==> config.mk <==
export PLATFORM = sky130hd
export DESIGN_NAME = join_note_octave
export DESIGN_NICKNAME = d
export VERILOG_FILES = /design/src/rtl/join_note_octave_pkg.sv /design/src/rtl/join_note_octave.sv
export SDC_FILE = /design/constraint.sdc
export NUM_CORES = 1
export LEC_CHECK = 0
export CORE_MARGIN = 4
export CORE_UTILIZATION = 58
export CTS_CLUSTER_DIAMETER = 60
export DETAILED_ROUTE_END_ITERATION = 16
export PLACE_DENSITY = 0.93
export SYNTH_ARGS = -nofsm -noshare
export SYNTH_HDL_FRONTEND = slang
export SYNTH_SLANG_ARGS = --single-unit
==> constraint.sdc <==
create_clock -name clk -period 6.1 [get_ports clk]
set_clock_uncertainty 0.15 [all_clocks]
set_input_delay 0.61 -clock clk [delete_from_list [all_inputs] [get_ports clk]]
set_output_delay 0.61 -clock clk [all_outputs]
set_load 0.005 [all_outputs]
==> src/rtl/join_note_octave_pkg.sv <==
// ---------------------------------------------------------------------------
// join_note_octave_pkg
//
// Shared note package used by the octave/note split and join logic.
//
// Contents:
//   NOTES_PER_OCT  - semitones per octave (12)
//   MAX_OCT        - highest octave number (7)
//   MAX_NOTE       - highest legal note within an octave (11)
//   ST_*           - FSM state encoding of the octave/note join sequencer
//   state_name()   - readable state name for debug printing in benches
// ---------------------------------------------------------------------------
package join_note_octave_pkg;

  localparam int NOTES_PER_OCT = 12;
  localparam int MAX_OCT       = 7;
  localparam int MAX_NOTE      = NOTES_PER_OCT - 1;

  // Join sequencer states. Plain constants keep the encoding visible on
  // the debug port and usable from older tools.
  localparam logic [2:0] ST_IDLE = 3'd0;
  localparam logic [2:0] ST_ADD8 = 3'd1;
  localparam logic [2:0] ST_ADD4 = 3'd2;
  localparam logic [2:0] ST_ADDN = 3'd3;
  localparam logic [2:0] ST_HOLD = 3'd4;

  function automatic string state_name(input logic [2:0] st);
    case (st)
      ST_IDLE: return "IDLE";
      ST_ADD8: return "ADD8";
      ST_ADD4: return "ADD4";
      ST_ADDN: return "ADDN";
      ST_HOLD: return "HOLD";
      default: return "????";
    endcase
  endfunction

endpackage

==> src/rtl/join_note_octave.sv <==
// ---------------------------------------------------------------------------
// join_note_octave
//
// Composes a flat note index from an octave/note pair:
//   index = octave*12 + note
// The multiply is done as three sequential adds (octave<<3, octave<<2,
// note) into an 8-bit accumulator, driven by a small FSM.
//
// Ports:
//   clk        in   clock, all state changes on the rising edge
//   rst        in   synchronous active-high reset
//   in_octave  in   [2:0] octave 0..7
//   in_note    in   [3:0] note within octave, 0..11 legal
//   in_valid   in   request present
//   in_ready   out  block can accept a request (IDLE only)
//   out_index  out  [OUT_W-1:0] composed index, saturates at MAX_IDX
//   out_err    out  note illegal or index saturated
//   out_valid  out  out_index/out_err valid (HOLD only)
//   out_ready  in   consumer takes the result
//   dbg_state  out  [2:0] current FSM state for checkers/waveforms
//
// Handshake: a transfer happens on a rising edge where valid and ready are
// both 1. The input side is ready only in IDLE; the output side holds
// valid with stable data in HOLD until out_ready is seen, then returns to
// IDLE, so the next request is taken no earlier than the following cycle.
// ---------------------------------------------------------------------------
module join_note_octave
  import join_note_octave_pkg::*;
#(
  parameter int OUT_W = 6
) (
  input  logic             clk,
  input  logic             rst,
  input  logic [2:0]       in_octave,
  input  logic [3:0]       in_note,
  input  logic             in_valid,
  output logic             in_ready,
  output logic [OUT_W-1:0] out_index,
  output logic             out_err,
  output logic             out_valid,
  input  logic             out_ready,
  output logic [2:0]       dbg_state
);

  localparam logic [31:0] MAX_IDX = (32'd1 << OUT_W) - 32'd1;

  logic [2:0]       state_q,     state_d;
  logic [7:0]       acc_q,       acc_d;
  logic [2:0]       oct_q,       oct_d;
  logic [3:0]       note_q,      note_d;
  logic [OUT_W-1:0] out_index_q, out_index_d;
  logic             out_err_q,   out_err_d;
  logic             out_valid_q, out_valid_d;

  logic [7:0]       sum;

  always_comb begin
    state_d     = state_q;
    acc_d       = acc_q;
    oct_d       = oct_q;
    note_d      = note_q;
    out_index_d = out_index_q;
    out_err_d   = out_err_q;
    out_valid_d = out_valid_q;
    // Final sum of the ADDN step; 7*12+15 = 99 fits in 8 bits.
    sum         = acc_q + {4'd0, note_q};

    case (state_q)
      ST_IDLE: begin
        if (in_valid) begin
          oct_d   = in_octave;
          note_d  = in_note;
          acc_d   = 8'd0;
          state_d = ST_ADD8;
        end
      end
      ST_ADD8: begin
        acc_d   = acc_q + {2'd0, oct_q, 3'd0};
        state_d = ST_ADD4;
      end
      ST_ADD4: begin
        acc_d   = acc_q + {3'd0, oct_q, 2'd0};
        state_d = ST_ADDN;
      end
      ST_ADDN: begin
        acc_d = sum;
        if ((note_q > 4'(MAX_NOTE)) || ({24'd0, sum} > MAX_IDX)) begin
          out_err_d   = 1'b1;
          out_index_d = OUT_W'(MAX_IDX);
        end else begin
          out_err_d   = 1'b0;
          out_index_d = OUT_W'(sum);
        end
        out_valid_d = 1'b1;
        state_d     = ST_HOLD;
      end
      ST_HOLD: begin
        if (out_ready) begin
          out_valid_d = 1'b0;
          state_d     = ST_IDLE;
        end
      end
      default: begin
        out_valid_d = 1'b0;
        state_d     = ST_IDLE;
      end
    endcase
  end

  always_ff @(posedge clk) begin
    if (rst) begin
      state_q     <= ST_IDLE;
      acc_q       <= 8'd0;
      oct_q       <= 3'd0;
      note_q      <= 4'd0;
      out_index_q <= '0;
      out_err_q   <= 1'b0;
      out_valid_q <= 1'b0;
    end else begin
      state_q     <= state_d;
      acc_q       <= acc_d;
      oct_q       <= oct_d;
      note_q      <= note_d;
      out_index_q <= out_index_d;
      out_err_q   <= out_err_d;
      out_valid_q <= out_valid_d;
    end
  end

  assign in_ready  = (state_q == ST_IDLE);
  assign out_index = out_index_q;
  assign out_err   = out_err_q;
  assign out_valid = out_valid_q;
  assign dbg_state = state_q;

endmodule
==> impl_results.md <==
* RR Startpoint: acc_q[0]
* CTS Buffer Depth at 2
* HP Start: acc_q[2]
* Core Region at 0.00254 sq mm
* Startpoint Class: flip-flop
* Mean Syn Cell Area at 8.88 sq um
* Cell area after layout at around 0.0018 sq mm
* Placed cell count at 221
* DR vias/cell at approximately 6.4
* Top cells by count, synth: 26 x dfxtp_1, 24 x nor2_1, 18 x a21oi_1
* Cells after synthesis at 180
* GRT Overall Usage at 0.234
* # H-tree levels at 1
* Clk root buf: clkbuf_4
* Chip height at 60.5 um
* Global route hottest layer: met2
* Synth area leader: dfxtp_1
* Maximum clock rate at 416 MHz
* Final Cycle Share at 0.394
* CTS tree: done
* Mapped Area at approximately 0.0016 sq mm
* Post-synth EDFFs at 0
* CP endpoint kind: flip-flop
* Seq pwr share at 0.541
* FF+latch count, synth at 26
* Filler instances at slightly below 200
* Power Density at 190 mW/mm^2
* Drt pass-1 iters at 5
* Synth warnings at 0
* Fin crit period at 2400 ps
* Hold depth at 2
* Synth top area share at 0.326
* Pleak at 0.710 nW
* Met3 Track Usage GR at 0.0213
* Initial antenna violation count at 0
* Fraction of layout cells with a size suffix above 1 at 0.0667
* GR Overflow Total at 0
* Gp weighted congestion at 0.963
* Top Ports at 23
* Initial Util at 0.628
* Worst hold endpoint: acc_q[2]
* Post-synth net total at 204
* Post-CTS setup buffers at 0
* Post-synth ARST share at 0
* Switching part of the total power at 0.284
* Sequential area share after synthesis at 0.326
* Max Cap Viol at 0
* Comb power frac at 0.200
* Die ar. at 0.00366 sq mm
* Port Buf Inserts at 22
* Clock latency on the worst-skew pair at ~320 ps
* Count of final setup violators at 0
* Cell internal pwr at 0.249 mW
* Setup TNS at 0 ps
* Relative slew slack at 0.304
* Largest net degree at the start of global routing at 27
* RSZ-0062 raised after global routing: false
* DR WL/cell at 16.9 um
* DP Wirelength at 2.79 mm
* Top cells by area, synth: dfxtp_1 33%, ha_1 7.8%, a21oi_1 5.6%
* FF-to-FF path depth at 7
* Final Util at 0.717
* Clock sink count at 26
* Crit Path Category: flip-flop to flip-flop
* Run status: complete, no violations
* Slew @ Worst Pin at 1040 ps
* DR DRC count at 0
* Final wirelength at 3.80 mm
* Max IR drop VDD at about 0.14 mV
* P_sw at 0.0988 mW
* Global-route wire length before repair at 6.60 mm
* Critical Path AT at 2440 ps
* DP Area at 0.00179 sq mm
* Die W at 60.5 um
* WP data required at about 6000 ps
* Max FO, Critical Path at 4
* ANT cells at 0
* Grt met1 use at 0.306
* FF-to-FF setup slack at 3700 ps
* Dpl ws at 3730 ps
* Clock transition at path regs at 150 ps
* Nets at 220
* Worst setup path startpoint: acc_q[0]
* Via count at 1441
* GRT met2 Usage at 0.410
* Netlist cell types at 42
* Fin. Hold Viols at 0
* DRT iter0 DRCs at 84
* RR Endpoint: out_index[0]
* Synth-to-Final Area Change at 14.1%
* Vias in the first global route at between 1000 and 1500
* Post-cts hold buffer count at 0
* Post-CTS sizing at 0
* Final cell count without fillers at 225
* Most common cell in the netlist: dfxtp_1
* Final worst slack at 3700 ps
* Post-synth top flop: dfxtp_1
* Max Slew Vio Count at 0
* Clk pwr share at 0.259
* Row cnt at 18
* Hold Path Class: flip-flop to flip-flop
* Total clock buffers created by CTS at 3
* Antenna-violating nets left at 0
critical path: stages (launching register included):
cell and delay (ps):
dfxtp_1 350, ha_1 250, fa_1 440, a211oi_1 350, or3_1 180, nand3_1 200
nor2b_4 240, a211oi_2 90
layout by cell type (no fill, tap or decap), types with 3 or more instances in the layout:
cell / instances
a211oi_2: 5
a21o_1: 5
a21oi_1: 18
a31oi_1: 4
clkbuf_4: 3
clkdlybuf4s50_1: 22
dfxtp_1: 26
fa_1: 3
ha_1: 10
inv_1: 10
mux2i_1: 7
nand2_1: 3
nor2_1: 24
nor3_1: 4
o211ai_1: 4
o21ai_0: 11
or3_1: 3
xnor2_1: 4
flip-flops by register name (all words and copies together), names as in the netlist:
register   count
out_err        1
dbg_state      3
out_index      6
out_valid      1
acc_q          8
oct_q          3
note_q         4
how the worst max path moves through the flow:
stage                    to  slack [ps]  depth (start not counted)
2_1_floorplan  out_index[0]        4050                          7
3_3_place_gp       acc_q[1]        3780                          6
3_5_place_dp   out_index[0]        3730                          7
4_1_cts        out_index[0]        3710                          7
5_1_grt        out_index[0]        3590                          7
6_report       out_index[0]        3700                          7
final cells by class:
cell class	count	area (sq um)	area share
inverters	10	37.5	0.0206
multi-input cells	133	972	0.533
repair buffers	22	220	0.121
well taps	30	37.5	0.0206
flip-flops and latches	26	520	0.285
clock buffers	4	36.3	0.0199
metal layers:
metal	routed length, um	vias up
met4	49	0
met1	1600	678
met3	249	8
met5	0	-
li1	-	688
met2	1900	67
power groups by stage:
stage / sequential [mW] / clock [mW] / combinational, mW
2_1_floorplan: 0.187 / 0 / 0.0494
3_3_place_gp: 0.191 / 0 / 0.0648
3_5_place_dp: 0.192 / 0 / 0.0678
4_1_cts: 0.188 / 0.0922 / 0.0689
5_1_grt: 0.190 / 0.0977 / 0.0758
6_report: 0.188 / 0.0900 / 0.0694
cells by family after synthesis:
group,after synthesis,synth area share
AO/OA/AOI/OAI,58,0.244
XOR/XNOR,5,0.0274
buffers and inverters,21,0.0665
flip-flops,26,0.326
multiplexers,7,0.0438
adder cells (fa/ha/maj),13,0.116
AND/OR/NAND/NOR,50,0.177
metrics by stage:
stage	hold WS, ps	power (mW)
final	375	0.347
after global routing	426	0.363
after CTS	377	0.349
after detailed placement	348	0.259
after global placement	339	0.256
after floorplan	315	0.236
Note: power is estimated with default switching activity, not from simulation.
